===== config.mk =====
export PLATFORM = sky130hd
export DESIGN_NAME = aes_decrypt_feeder
export DESIGN_NICKNAME = d
export VERILOG_FILES = /design/src/rtl/aes_decrypt_feeder.sv
export SDC_FILE = /design/constraint.sdc
export NUM_CORES = 1
export LEC_CHECK = 0
export CORE_AREA = 2 2 262 264
export CTS_BUF_LIST = sky130_fd_sc_hd__clkbuf_4
export CTS_CLUSTER_DIAMETER = 40
export DETAILED_ROUTE_END_ITERATION = 10
export DIE_AREA = 0 0 264 266
export GPL_ROUTABILITY_DRIVEN = 0
export PLACE_DENSITY = 0.59
export SYNTH_ARGS = -nofsm -noshare
export SYNTH_HDL_FRONTEND = slang
export SYNTH_SLANG_ARGS = --single-unit
export TNS_END_PERCENT = 20

===== constraint.sdc =====
create_clock -name clk -period 36.7 [get_ports clk]
set_input_delay 7.34 -clock clk [delete_from_list [all_inputs] [get_ports clk]]
set_output_delay 7.34 -clock clk [all_outputs]
set_load 0.05 [all_outputs]

===== src/rtl/aes_decrypt_feeder.sv =====
// aes_decrypt_feeder
//
// Feeds the AES decrypt core. The block collects four 32-bit ciphertext words
// into a 128-bit block and drives that block and the key into the core. It
// sequences the core's start pulse and round-enable for the core latency.
// It then captures the core result and offers it downstream as plaintext.
//
// Ports:
//   clk, rst            single clock; asynchronous active-high reset
//   key                 cipher key, sampled with the first word of a block
//   in_word/in_valid/in_ready   ciphertext word stream (first word -> 127:96)
//   core_data, core_key assembled block and latched key to the core
//   core_start          one-cycle pulse: core reloads and zeroes its rounds
//   core_active         core round-enable, high for LAT = NR+2 cycles
//   core_out            core result, captured when the round count completes
//   pt_data/pt_valid/pt_ready   plaintext block handshake
//   busy                high while a block is running or waiting downstream
//
// Optional feature: define AES_FEED_PREFETCH_EN to add a second staging
// buffer. With it, the next block can be collected while the current one
// runs or waits.

module aes_decrypt_feeder #(
    parameter int NK = 4,
    parameter int NR = 10
) (
    input  logic             clk,
    input  logic             rst,
    input  logic [NK*32-1:0] key,
    input  logic [31:0]      in_word,
    input  logic             in_valid,
    output logic             in_ready,
    output logic [127:0]     core_data,
    output logic [NK*32-1:0] core_key,
    output logic             core_start,
    output logic             core_active,
    input  logic [127:0]     core_out,
    output logic [127:0]     pt_data,
    output logic             pt_valid,
    input  logic             pt_ready,
    output logic             busy
);

    localparam int         LAT     = NR + 2;
    localparam logic [4:0] LAT_CNT = 5'(LAT);

    typedef enum logic [1:0] {
        S_FILL = 2'd0,
        S_RUN  = 2'd1,
        S_HOLD = 2'd2
    } state_t;

    // Place a 32-bit word into one of the four block slots (slot 0 = MSW).
    function automatic logic [127:0] put_word(input logic [127:0] blk,
                                              input logic [1:0]   slot,
                                              input logic [31:0]  w);
        logic [127:0] r;
        r = blk;
        case (slot)
            2'd0:    r[127:96] = w;
            2'd1:    r[95:64]  = w;
            2'd2:    r[63:32]  = w;
            2'd3:    r[31:0]   = w;
            default: r = blk;
        endcase
        return r;
    endfunction

    state_t             state_q, state_d;
    logic [1:0]         idx_q, idx_d;
    logic [4:0]         cnt_q, cnt_d;
    logic [127:0]       core_data_q, core_data_d;
    logic [NK*32-1:0]   core_key_q, core_key_d;
    logic [127:0]       pt_data_q, pt_data_d;
    logic               pt_valid_q, pt_valid_d;
    logic               core_start_q, core_start_d;
    logic               core_active_q, core_active_d;
    logic               busy_q, busy_d;
    logic               in_ready_q, in_ready_d;

    logic               accept_s;
    logic               hs_s;

`ifdef AES_FEED_PREFETCH_EN
    logic [127:0]       stg_data_q, stg_data_d, stg_data_acc_s;
    logic [NK*32-1:0]   stg_key_q, stg_key_d, stg_key_acc_s;
    logic [2:0]         stg_cnt_q, stg_cnt_d, stg_cnt_acc_s;
`endif

    // in_ready is a flop decoded from the next state, so in_valid never
    // reaches it combinationally.
    assign accept_s = in_valid && in_ready_q;
    assign hs_s     = pt_valid_q && pt_ready;

`ifdef AES_FEED_PREFETCH_EN
    // Staging buffer contents including any word accepted this cycle.
    always_comb begin
        stg_data_acc_s = stg_data_q;
        stg_key_acc_s  = stg_key_q;
        stg_cnt_acc_s  = stg_cnt_q;
        if (accept_s && (state_q != S_FILL)) begin
            stg_data_acc_s = put_word(stg_data_q, stg_cnt_q[1:0], in_word);
            if (stg_cnt_q == 3'd0) begin
                stg_key_acc_s = key;
            end else begin
                stg_key_acc_s = stg_key_q;
            end
            stg_cnt_acc_s = stg_cnt_q + 3'd1;
        end else begin
            stg_cnt_acc_s = stg_cnt_q;
        end
    end
`endif

    // Next-state logic. All output flops are decoded from the next state.
    always_comb begin
        state_d     = state_q;
        idx_d       = idx_q;
        cnt_d       = cnt_q;
        core_data_d = core_data_q;
        core_key_d  = core_key_q;
        pt_data_d   = pt_data_q;
        pt_valid_d  = pt_valid_q;
`ifdef AES_FEED_PREFETCH_EN
        stg_data_d  = stg_data_acc_s;
        stg_key_d   = stg_key_acc_s;
        stg_cnt_d   = stg_cnt_acc_s;
`endif
        case (state_q)
            S_FILL: begin
                if (accept_s) begin
                    core_data_d = put_word(core_data_q, idx_q, in_word);
                    if (idx_q == 2'd0) begin
                        core_key_d = key;
                    end else begin
                        core_key_d = core_key_q;
                    end
                    idx_d = idx_q + 2'd1;
                    if (idx_q == 2'd3) begin
                        state_d = S_RUN;
                        cnt_d   = 5'd0;
                    end else begin
                        state_d = S_FILL;
                    end
                end else begin
                    state_d = S_FILL;
                end
            end
            S_RUN: begin
                if (cnt_q == LAT_CNT) begin
                    pt_data_d  = core_out;
                    pt_valid_d = 1'b1;
                    state_d    = S_HOLD;
                    cnt_d      = 5'd0;
                end else begin
                    cnt_d   = cnt_q + 5'd1;
                    state_d = S_RUN;
                end
            end
            S_HOLD: begin
                if (hs_s) begin
                    pt_valid_d = 1'b0;
`ifdef AES_FEED_PREFETCH_EN
                    stg_cnt_d = 3'd0;
                    if (stg_cnt_acc_s == 3'd4) begin
                        // A full prefetched block starts its run right away.
                        core_data_d = stg_data_acc_s;
                        core_key_d  = stg_key_acc_s;
                        idx_d       = 2'd0;
                        cnt_d       = 5'd0;
                        state_d     = S_RUN;
                    end else if (stg_cnt_acc_s != 3'd0) begin
                        // A partial block continues filling where it stopped.
                        core_data_d = stg_data_acc_s;
                        core_key_d  = stg_key_acc_s;
                        idx_d       = stg_cnt_acc_s[1:0];
                        state_d     = S_FILL;
                    end else begin
                        idx_d   = 2'd0;
                        state_d = S_FILL;
                    end
`else
                    idx_d   = 2'd0;
                    state_d = S_FILL;
`endif
                end else begin
                    state_d = S_HOLD;
                end
            end
            default: begin
                state_d    = S_FILL;
                idx_d      = 2'd0;
                cnt_d      = 5'd0;
                pt_valid_d = 1'b0;
            end
        endcase

        core_start_d  = (state_d == S_RUN) && (cnt_d == 5'd0);
        core_active_d = (state_d == S_RUN) && (cnt_d < LAT_CNT);
        busy_d        = (state_d != S_FILL);
`ifdef AES_FEED_PREFETCH_EN
        in_ready_d    = (state_d == S_FILL) || (stg_cnt_d != 3'd4);
`else
        in_ready_d    = (state_d == S_FILL);
`endif
    end

    // Main state and datapath registers.
    always_ff @(posedge clk or posedge rst) begin
        if (rst) begin
            state_q       <= S_FILL;
            idx_q         <= 2'd0;
            cnt_q         <= 5'd0;
            core_data_q   <= 128'd0;
            core_key_q    <= '0;
            pt_data_q     <= 128'd0;
            pt_valid_q    <= 1'b0;
            core_start_q  <= 1'b0;
            core_active_q <= 1'b0;
            busy_q        <= 1'b0;
            in_ready_q    <= 1'b1;
        end else begin
            state_q       <= state_d;
            idx_q         <= idx_d;
            cnt_q         <= cnt_d;
            core_data_q   <= core_data_d;
            core_key_q    <= core_key_d;
            pt_data_q     <= pt_data_d;
            pt_valid_q    <= pt_valid_d;
            core_start_q  <= core_start_d;
            core_active_q <= core_active_d;
            busy_q        <= busy_d;
            in_ready_q    <= in_ready_d;
        end
    end

`ifdef AES_FEED_PREFETCH_EN
    // Staging buffer registers.
    always_ff @(posedge clk or posedge rst) begin
        if (rst) begin
            stg_data_q <= 128'd0;
            stg_key_q  <= '0;
            stg_cnt_q  <= 3'd0;
        end else begin
            stg_data_q <= stg_data_d;
            stg_key_q  <= stg_key_d;
            stg_cnt_q  <= stg_cnt_d;
        end
    end
`endif

    assign in_ready    = in_ready_q;
    assign core_data   = core_data_q;
    assign core_key    = core_key_q;
    assign core_start  = core_start_q;
    assign core_active = core_active_q;
    assign pt_data     = pt_data_q;
    assign pt_valid    = pt_valid_q;
    assign busy        = busy_q;

endmodule


==> run metrics <==
status=finished, final reports clean; syn_nets=1182; Final Hold Viols=0; nets=1945; global-route wire length before repair=71.1 mm; Crit path max-delay family=buffers and inverters; main combinational cell family by area after synthesis=multiplexers; Clock Skews=0.0552 ns; Yosys reg bits=398; routed vias/inst=4.03; Pleak=0.0110 uW; Worst Setup Start Kind=primary input; crit end category=flop; PortBufs=680; Adder-Cell Fraction of Synth Area=0.486%; total power draw=2520 uW; clock tree buffer depth=3; peak supply drop=0.0617 mV; total grt overflow=0; drt first pass iters=4; CTS Root Cell=clkbuf_4; Die Wd=264 um; Final Cell Area=0.0244 mm^2; proportion of synthesized area in mux cells=30.4%; Worst R2R Setup Slack=33.02 ns; Setup TNS=0 ns; fmax=98.1 MHz; Reg-to-Reg Start=state_q[1]$_DFF_PP0_; # resized after CTS=0; end of the worst register-to-register path=core_key[19]$_DFFE_PP0P_; hold crit path type=reg2reg; Clock Sinks=398; post-synth top area share=64.3%; minimum clock period=10.19 ns; Slew @ Worst Pin=1.05 ns; Fin Hold WS=0.502 ns; Num CTS Buffers=115; largest area contributor in the netlist=dfrtp_1; distinct cell type count after synthesis=33; Clock Latency Late Sink=0.83 ns; mean post-synth cell area=17.5 um^2; PwrDens=103 mW/mm^2; commonest cells after routing, fill and taps aside=clkdlybuf4s50_1, dfrtp_1, mux2_2; commonest non-fill, non-tap cell in the layout=clkdlybuf4s50_1; Die Footprint=0.0702 mm^2; setup violators final=0; wire per inst=18.2 um; via count=10500; Synth Instances=884; number of global-route vias before repair=11500; RSZ-0062 raised after global routing=false; H-Tree Depth=3; crit path max-delay cell type=buf_4; Site Rows=96; share of cells above drive strength 1=33.1%; Rel. slew slack=29.7%; worst setup path startpoint=in_valid; fillcell total=6584; critical path class=in2reg; post-route ant nets=0; area grow syn2layout=58.3%; hold buffers post-CTS=0; Warnings, synthesis=0; setup bufs post-CTS=0; Buf/Inv on CP=3; xor-xnor portion of the synthesized cell area=0.113%; HPWL after DPL=33.8 mm; top post-synthesis cells by area=dfrtp_1, mux2_2, mux2_4; Ports=681; synthesized-area fraction occupied by and/or/nand/nor cells=1.13%; r2r worst-path depth=6; Seq/Total Area, Yosys=64.5%; core area=0.0677 mm^2; Total Routed Length=47.6 mm; Slew Viols, Final=0; clk slew on worst S/H paths=0.06 ns; placed cells=2412; Synth Area in Compound Gates=0.632%; initial antenna violation count=4; Die Ht=266 um; CTS tree=done; crit-path cells=clkdlybuf4s50_1, and3b_1, and2b_1, nand2_8, buf_4, buf_4, mux2_4; worst path arrival time=10.90 ns; largest net degree at the start of global routing=140; initial core utilization=22.8%; crit share post-route=27.8%; Finished Layout Cells=2612; CP dominant cell by count=buf_4; WP depth=7; crit-path max FO=60; All-Layer GR Usage=13.1%; worst path required time=37.41 ns; synthesized area=0.0154 mm^2; # DRC=0; Initial DRC Count=299; Placement Cell Area=0.0230 mm^2; largest stage delay on the critical path=0.86 ns; maxcap violations=0; critical path endpoint=core_key[19]$_DFFE_PP0P_
[cell type report]
class,count,area (um^2),area share [%]
Timing Repair Buffer,687,6870,28.1
Clock buffer,161,1210,4.94
Clock inverter,33,176,0.722
Inverter,5,26.3,0.107
Multi-Input combinational cell,440,5090,20.8
Sequential cell,398,9960,40.7
Tap cell,882,1100,4.51
Antenna cell,6,15.0,0.0614
[per-stage QoR]
stage	utilization, %	setup slack [ns]
floorplan	-	18.29
detailed placement	34.0	25.60
finish	36.1	26.51
global placement	34.0	25.67
CTS	36.1	26.62
global route	36.1	26.45
[synthesized netlist by cell type, drive strengths merged]
master	n
and2b	1
nand2b	2
buf	41
a32oi	1
o221ai	1
nor3b	1
nand3	3
and4b	1
a211o	1
o21ai	7
nor2b	1
mux2	384
and3b	1
dfrtp	397
and3	1
inv	5
ha	6
dfstp	1
nor4b	1
nand4b	1
a21oi	4
nor2	3
xor2	2
a21o	1
nor4	1
nand2	15
o2bb2ai	1
[state kept, by name (all words and copies together) (netlist names)]
signal and count:
core_data 128, core_key 128, pt_data 128, cnt_q 5, idx_q 2, state_q 2, busy 1, core_active 1
core_start 1, in_ready 1, pt_valid 1
[per-layer routing]
layer | GRT usage (%) | wire length, um
met1 | 14.0 | 17500
met2 | 22.6 | 24100
met3 | 6.27 | 4850
met4 | 4.25 | 1110
met5 | 0 | 0
[power by group]
part	leakage, uW	total, uW	switching (uW)	internal, uW
combinational	0.00513	1390	864	522
clock	0.000831	402	194	208
sequential	0.00500	731	104	626
[worst min path at each step]
stage | startpoint | endpoint | slack [ns] | cells after the start
final | pt_data[67]$_DFFE_PP0P_ | pt_data[67]$_DFFE_PP0P_ | 0.50 | 1
after global placement | pt_data[110]$_DFFE_PP0P_ | pt_data[110]$_DFFE_PP0P_ | 0.49 | 1
after floorplan | cnt_q[4]$_DFF_PP0_ | cnt_q[4]$_DFF_PP0_ | 0.50 | 2
after CTS | core_data[103]$_DFFE_PP0P_ | core_data[103]$_DFFE_PP0P_ | 0.50 | 1
after global routing | core_key[106]$_DFFE_PP0P_ | core_key[106]$_DFFE_PP0P_ | 0.51 | 1
after detailed placement | core_key[22]$_DFFE_PP0P_ | core_key[22]$_DFFE_PP0P_ | 0.49 | 1
[logic make-up after synthesis]
kind of cell / after synthesis
simple gates: 32
buf+inv: 46
mux: 384
flops: 398
compound gates: 16
fa+ha+maj: 6
xor+xnor: 2
(Power assumes the default switching activity.)
